### config.mk
export PLATFORM = sky130hd
export DESIGN_NAME = alu_pipe
export DESIGN_NICKNAME = d
export VERILOG_FILES = /design/src/rtl/alu_pipe_pkg.sv /design/src/rtl/alu_pipe_core.sv /design/src/rtl/alu_pipe.sv
export SDC_FILE = /design/constraint.sdc
export NUM_CORES = 1
export LEC_CHECK = 0
export ABC_AREA = 1
export BUFFER_PORTS_ARGS = -buffer_cell sky130_fd_sc_hd__buf_2
export CORE_ASPECT_RATIO = 0.5
export CORE_MARGIN = 3
export CORE_UTILIZATION = 51
export CTS_CLUSTER_SIZE = 14
export DETAILED_ROUTE_END_ITERATION = 6
export PLACE_DENSITY = 0.77
export SLEW_MARGIN = 20
export SYNTH_ARGS = -nofsm -noshare
export SYNTH_HDL_FRONTEND = slang
export SYNTH_SLANG_ARGS = --single-unit
### constraint.sdc
create_clock -name clk -period 1.75 [get_ports clk]
set_clock_uncertainty 0.2 [all_clocks]
set_input_delay 0.0875 -clock clk [delete_from_list [all_inputs] [get_ports clk]]
set_output_delay 0.0875 -clock clk [all_outputs]
set_load 0.02 [all_outputs]
### src/rtl/alu_pipe_pkg.sv
// Shared opcode encodings and flag bundle for the pipelined ALU.
// The result/flag struct is declared inside each module, where WIDTH is known.
package alu_pipe_pkg;

    localparam logic [2:0] OP_ADD = 3'b000;
    localparam logic [2:0] OP_SUB = 3'b001;
    localparam logic [2:0] OP_AND = 3'b010;
    localparam logic [2:0] OP_OR  = 3'b011;
    localparam logic [2:0] OP_XOR = 3'b100;
    localparam logic [2:0] OP_NOT = 3'b101;
    localparam logic [2:0] OP_SHL = 3'b110;
    localparam logic [2:0] OP_SHR = 3'b111;

    typedef struct packed {
        logic carry;
        logic zero;
        logic overflow;
    } alu_flags_t;

endpackage

### src/rtl/alu_pipe_core.sv
// Combinational datapath: result and carry/zero/overflow flags from a, b and sel.
// ALU_PIPE_SAT_EN: when defined, ADD/SUB saturate unsigned instead of wrapping.
module alu_pipe_core
    import alu_pipe_pkg::*;
#(
    parameter int WIDTH = 8
) (
    input  logic [WIDTH-1:0] a_i,
    input  logic [WIDTH-1:0] b_i,
    input  logic [2:0]       sel_i,
    output logic [WIDTH-1:0] result_o,
    output alu_flags_t       flags_o
);

    logic [WIDTH:0]   sum;
    logic [WIDTH:0]   diff;
    logic [WIDTH-1:0] res;
    logic             cy;
    logic             ovf;

    assign sum  = {1'b0, a_i} + {1'b0, b_i};
    assign diff = {1'b0, a_i} - {1'b0, b_i};

    always_comb begin
        res = '0;
        cy  = 1'b0;
        ovf = 1'b0;
        case (sel_i)
            OP_ADD: begin
                res = sum[WIDTH-1:0];
                cy  = sum[WIDTH];
                ovf = (a_i[WIDTH-1] == b_i[WIDTH-1]) && (sum[WIDTH-1] != a_i[WIDTH-1]);
`ifdef ALU_PIPE_SAT_EN
                if (sum[WIDTH]) res = '1;
`endif
            end
            OP_SUB: begin
                res = diff[WIDTH-1:0];
                cy  = diff[WIDTH];
                ovf = (a_i[WIDTH-1] != b_i[WIDTH-1]) && (diff[WIDTH-1] != a_i[WIDTH-1]);
`ifdef ALU_PIPE_SAT_EN
                if (diff[WIDTH]) res = '0;
`endif
            end
            OP_AND: res = a_i & b_i;
            OP_OR:  res = a_i | b_i;
            OP_XOR: res = a_i ^ b_i;
            OP_NOT: res = ~a_i;
            OP_SHL: begin
                res = {a_i[WIDTH-2:0], 1'b0};
                cy  = a_i[WIDTH-1];
            end
            default: begin
                res = {1'b0, a_i[WIDTH-1:1]};
                cy  = a_i[0];
            end
        endcase
    end

    // zero follows the final (possibly saturated) result
    assign result_o         = res;
    assign flags_o.carry    = cy;
    assign flags_o.zero     = (res == '0);
    assign flags_o.overflow = ovf;

endmodule

### src/rtl/alu_pipe.sv
// Registered ALU stage with valid/ready on both sides and an accepted-operation counter.
// ALU_PIPE_SAT_EN selects saturating ADD/SUB inside alu_pipe_core.
module alu_pipe
    import alu_pipe_pkg::*;
#(
    parameter int WIDTH = 8,
    parameter int CNT_W = 16
) (
    input  logic             clk,
    input  logic             rst,
    input  logic             in_valid,
    output logic             in_ready,
    input  logic [WIDTH-1:0] a,
    input  logic [WIDTH-1:0] b,
    input  logic [2:0]       sel,
    output logic             out_valid,
    input  logic             out_ready,
    output logic [WIDTH-1:0] result,
    output logic             carry,
    output logic             zero,
    output logic             overflow,
    output logic [CNT_W-1:0] op_count
);

    typedef struct packed {
        logic [WIDTH-1:0] result;
        alu_flags_t       flags;
    } alu_res_t;

    alu_res_t         core_res;
    alu_res_t         res_q, res_d;
    logic             valid_q, valid_d;
    logic [CNT_W-1:0] cnt_q, cnt_d;
    logic             accept;

    alu_pipe_core #(.WIDTH(WIDTH)) u_core (
        .a_i      (a),
        .b_i      (b),
        .sel_i    (sel),
        .result_o (core_res.result),
        .flags_o  (core_res.flags)
    );

    assign in_ready = !valid_q || out_ready;
    assign accept   = in_valid && in_ready;

    always_comb begin
        res_d   = res_q;
        valid_d = valid_q && !out_ready;
        cnt_d   = cnt_q;
        if (accept) begin
            res_d   = core_res;
            valid_d = 1'b1;
            cnt_d   = cnt_q + CNT_W'(1);
        end
    end

    always_ff @(posedge clk) begin
        if (rst) begin
            res_q   <= '0;
            valid_q <= 1'b0;
            cnt_q   <= '0;
        end else begin
            res_q   <= res_d;
            valid_q <= valid_d;
            cnt_q   <= cnt_d;
        end
    end

    assign out_valid = valid_q;
    assign result    = res_q.result;
    assign carry     = res_q.flags.carry;
    assign zero      = res_q.flags.zero;
    assign overflow  = res_q.flags.overflow;
    assign op_count  = cnt_q;

endmodule
=== Word level (Yosys, flattened, before mapping) ===
Cells that the tools add are included.

* Register bits after elaboration: 28
* Bits of input ports: 23
* Output and inout bits: 29
* Logic and storage cells: 37

* $add $sub $neg: 3
* Equal/unequal tests: 10
* Mux-type cells: 4
* Bitwise operators: 4
* Reductions and logical operators: 10

{| class="wikitable"
|+ Operator list
! kind !! number
|-
| case mux 8 bit (7 select lines) || 1
|-
| adder 16 x 1 -> 16 bit (second input constant) || 1
|-
| adder 8 x 8 -> 9 bit || 1
|-
| equality test 3 bit (second input constant) || 3
|-
| subtractor 8 x 8 -> 9 bit || 1
|-
| AND 8 bit || 1
|-
| logical NOT 8 bit || 1
|-
| NOT 8 bit || 1
|-
| bitwise OR 8 bit || 1
|-
| XOR 8 bit || 1
|-
| equality test 3 x 2 -> 1 bit (second input constant) || 2
|-
| logical AND 1 bit || 4
|-
| case mux 1 bit (4 select lines) || 1
|-
| OR reduction 4 bit || 1
|-
| equality test 3 x 1 -> 1 bit (second input constant) || 1
|-
| logical NOT 3 bit || 1
|-
| inequality test 1 bit || 3
|-
| logical NOT 1 bit || 2
|-
| case mux 1 bit (2 select lines) || 1
|-
| equality test 1 bit || 1
|-
| logical OR 1 bit || 1
|-
| two-way mux 1 bit || 1
|}

=== Logic depth before layout (Yosys ltp) ===
* Word-level depth: 4
* Mapped depth: 15

=== By module ===
Synthesis repeated with hierarchy kept, for this count alone.

* Cells, all modules: 446
* Area total of the unflattened synthesis: 2688.8 µm²

{| class="wikitable"
|+ Modules (own cells, without submodules)
! module !! instances !! cells an instance !! area each (µm²)
|-
| alu_pipe_core || 1 || 273 || 1443.9
|-
| alu_pipe || 1 || 173 || 1244.9
|}

=== Least setup slack after synthesis ===
Ideal clock, no wire load.

* Path kind: register to register
* From: register cnt_q[1], in the netlist op_count[1]
* To: register cnt_q[14], in the netlist op_count[14]
* Setup time: 0.129 ns
* Arrival: 1.528 ns
* Required time: 1.421 ns
* Path slack: -0.107 ns
* Stages on the path, launching flop included: 10
* Clock period less this slack: 1.857 ns
* Path through: dfxtp_1 > ha_1 > inv_1 > nor3_2 > nand3_1 > nor2_1 > nand4_1 > nor3_2 > xor2_1 > nor2_1

* Cells in the longest elaborated chain, start to end: 1

{| class="wikitable"
|+ RTL lines
! element !! line !! source
|-
| start: declaration || alu_pipe.sv:33 || <nowiki>logic [CNT_W-1:0] cnt_q, cnt_d;</nowiki>
|-
| start signal: assignment || alu_pipe.sv:66 || <nowiki>cnt_q <= cnt_d;</nowiki>
|-
| adder 16 x 1 -> 16 bit || alu_pipe.sv:54 || <nowiki>cnt_d = cnt_q + CNT_W'(1);</nowiki>
|}

No other way between the ends.
A chain may end at the register's enable or synchronous reset.

=== Worst setup path after layout ===
* From: register cnt_q[0], in the netlist op_count[0]
* To: register cnt_q[14], in the netlist op_count[14]

Same word-level chain as after synthesis.

==> summary.txt <==
Run status
  • Status: complete, but fails checks
  • Failing checks: hold timing, setup timing

Synthesis
  • Top cell type's share of synthesized area: 20.49%
  • Post-synthesis simple-gate area fraction: 39.20%
  • Most frequent cells after synthesis: nand2_1, inv_1, nor2_1
  • Top cells by area, synth: dfxtp_1, nand2_1, ha_1
  • Syn_area_per_cell: 6.346 um^2
  • Multiplexer share of the synthesized area: 0%
  • Post-synth EDFFs: 0
  • Mapped Area: 0.002735 mm^2
  • Synth Area in Adders: 12.90%
  • Post-synthesis cell count: 431
  • Ys Warns: 0
  • Top_reg_cell synth: dfxtp_1
  • Sequential area share after synthesis: 20.49%
  • Largest area contributor in the netlist: dfxtp_1
  • Post-Syn Nets: 481
  • Largest family of logic cells by synthesized area: simple AND/OR/NAND/NOR gates
  • Most common cell in the netlist: nand2_1
  • #FFs+latches synth: 28
  • Synth unique cells: 36
  • Post-synthesis compound-gate area fraction: 12.58%
  • XOR/XNOR Fraction of Synth Area: 0.9607%
  • Ys async rst share: 0%

GRT
  • Vias in the first global route: 2,857
  • Global-route wire length before repair: 12.59 mm
  • Initial antenna violation count: 0
  • Met3 GRT Util: 2.670%
  • Most used routing layer: met2
  • Congestion Overflow GR: 0
  • All-layer global routing usage: 24.61%
  • Largest net degree at the start of global routing: 19
  • Met2 Usage GRT: 40.94%
  • M1 GR Usage: 34.17%

Worst hold path
  • Hold path cells: 2
  • Worst min-delay path class: in -> reg

Timing
  • Final hold vios: 6
  • Final period util: 107.2%
  • Final setup fails: 5
  • Worst slew margin: 68.32%
  • Max Fclk: 533.1 MHz
  • Worst setup margin: -0.1259 ns
  • TNS Setup: -0.2923 ns
  • Fin Hold WS: -0.07358 ns
  • Slew Limit Fails: 0
  • Slew @ Worst Pin: 0.4747 ns
  • Fin crit period: 1.876 ns
  • Unrepaired setup endpoints after global routing: true

Setup path
  • Req. time, crit path: 1.71 ns
  • Worst setup EP type: flip-flop
  • Worst EP arrival: 1.84 ns
  • Crit Path Category: reg -> reg
  • Critical-path top delay cell: dfxtp_2
  • Crit path largest cell delay: 0.34 ns
  • Worst-path fanout max: 3
  • Worst path bufs/invs: 1
  • Worst-case reg-to-reg path depth: 9
  • Critical path's top delay family: simple AND/OR/NAND/NOR gates
  • CP startpoint kind: flip-flop
  • Crit path cell chain: ha_2, inv_2, nor3_2, nand3_1, nor2_2, nand4_1, nor3_2, xor2_1, nor2_1
  • Levels on crit path: 9
  • Most frequent CP cell: nor3_2

Final layout
  • Multi-input logic area: 0.001924 mm^2
  • Layout cells sized above 1: 35.99%
  • Antenna diode count: 0
  • Fillers: 412
  • Final Cell Area: 0.003785 mm^2
  • Area delta synth->final: 38.38%
  • Final nets: 605
  • Sequential Area: 563.0 um^2

Floorplanning
  • Chip height: 57.79 um
  • Io pins: 52
  • Die area: 0.006331 mm^2
  • Starting Density: 54.22%
  • Row count: 18
  • CORE AREA: 0.005045 mm^2
  • Die W: 109.6 um

Place
  • HPWL after DPL: 6.279 mm
  • Pre-CTS setup slack: -0.2796 ns
  • Routability cong.: 0.9930
  • Placed instance area: 0.003550 mm^2
  • Buffers on Ports: 51

CTS
  • Cts hold-fix bufs: 2
  • Bufs on Longest Clock Path: 2
  • TritonCTS Buffers: 3
  • H-Tree Depth: 1
  • CTS sink cnt: 28
  • Root buf cell: clkbuf_8
  • Skew-Pair Late Insertion Delay: 0.27 ns
  • Worst-path clk slew: 0.09 ns
  • CTS tree: built

Route
  • DRT antenna net count: 0
  • Detailed Route Iter0 Violations: 323
  • WL final: 8.110 mm
  • Residual DRC: 0
  • 1st-pass router iterations: 5
  • Wire per inst: 13.02 um
  • Vias/cell: 5.244
  • Routed vias: 3,267

Power and ir drop
  • Final Power: 1.827 mW
  • Static leakage: 1.987 nW
  • VDD IR max: 0.0004391 V
  • P per Cell Area: 482.8 mW/mm^2

Flow run
  • Maxcap violations: 0
## worst reg2reg max path, delay by kind of cell (launching register included)
kind / cells / cell delay (ns)
buffers and inverters: 1 / 0.04
XOR/XNOR: 1 / 0.18
flip-flops: 1 / 0.34
AND/OR/NAND/NOR: 6 / 0.83
adder cells (fa/ha/maj): 1 / 0.18
## cell type report
cell class                 instances  share of cell area [%]
multi-input combinational        319                   50.84
timing repair buffer             132                   23.67
sequential                        28                   14.88
inverter                          71                   7.207
tap                               70                   2.314
clock buffer                       3                   1.091
## worst paths after layout
| kind | from | endpoint | slack [ns] |
|---|---|---|---|
| setup / recovery | op_count[0]$_SDFFE_PP0P_ | op_count[14]$_SDFFE_PP0P_ | -0.13 |
| hold / removal | rst | zero$_SDFFE_PP0P_ | -0.07 |
| setup reg to reg | op_count[0]$_SDFFE_PP0P_ | op_count[14]$_SDFFE_PP0P_ | -0.13 |
| hold reg to reg | carry$_SDFFE_PP0P_ | carry$_SDFFE_PP0P_ | 0.27 |
## sequential cells by signal, summed over array words and instances, names as in the netlist
name and count:
out_valid 1, result 8, zero 1, carry 1, op_count 16, overflow 1
## per-layer routing
layer  part of all wire, %  routed length (um)  up-vias
met5                     0                   0        -
li1                      -                   -     1629
met1                    45                3688     1478
met2                    45                3630      148
met4                   1.3                 108        0
met3                   8.4                 683       12
## where the power goes
group / internal (mW) / switching (mW)
clock network: 0.155 / 0.186
logic: 0.355 / 0.455
registers: 0.664 / 0.0135
## kinds of logic (layout without fill, tap and decap cells)
kind of cell | Yosys count | in the layout
AOI/OAI and AO/OA | 61 | 61
xor gates and xnor gates | 3 | 3
adders and majority gates | 27 | 27
buffers and inverters | 84 | 206
DFF | 28 | 28
and+or+nand+nor | 228 | 228
## layout by cell type, fill, tap and decap left out, drive strengths merged
cell	Yosys	routed
a21oi	28	28
a31oi	1	1
buf	9	130
clkbuf	4	3
clkinv	1	1
dfxtp	28	28
dlygate4sd3	0	2
fa	2	2
ha	25	25
inv	70	70
nand2	107	107
nand3	44	44
nand4	16	16
nor2	52	52
nor3	7	7
nor3b	2	2
o2111ai	2	2
o211ai	2	2
o21a	3	3
o21ai	22	22
o21ba	1	1
o21bai	2	2
xor2	3	3
## timing repair
action / 4_1_cts / 5_1_grt
endpoints found under the setup margin: 4 / 14
resized for setup: 5 / 34
pin swaps: 1 / 8
endpoints found under the hold margin: 7 / 6
buffers inserted: 5 / 1
## stage by stage
step | cells | utilization (%)
after global placement | 612 | 70.36
after CTS | 622 | 72.54
after floorplan | 431 | -
after detailed placement | 612 | 70.36
after global routing | 623 | 75.02
final | 623 | 75.02
Note: power is estimated with default switching activity, not from simulation.
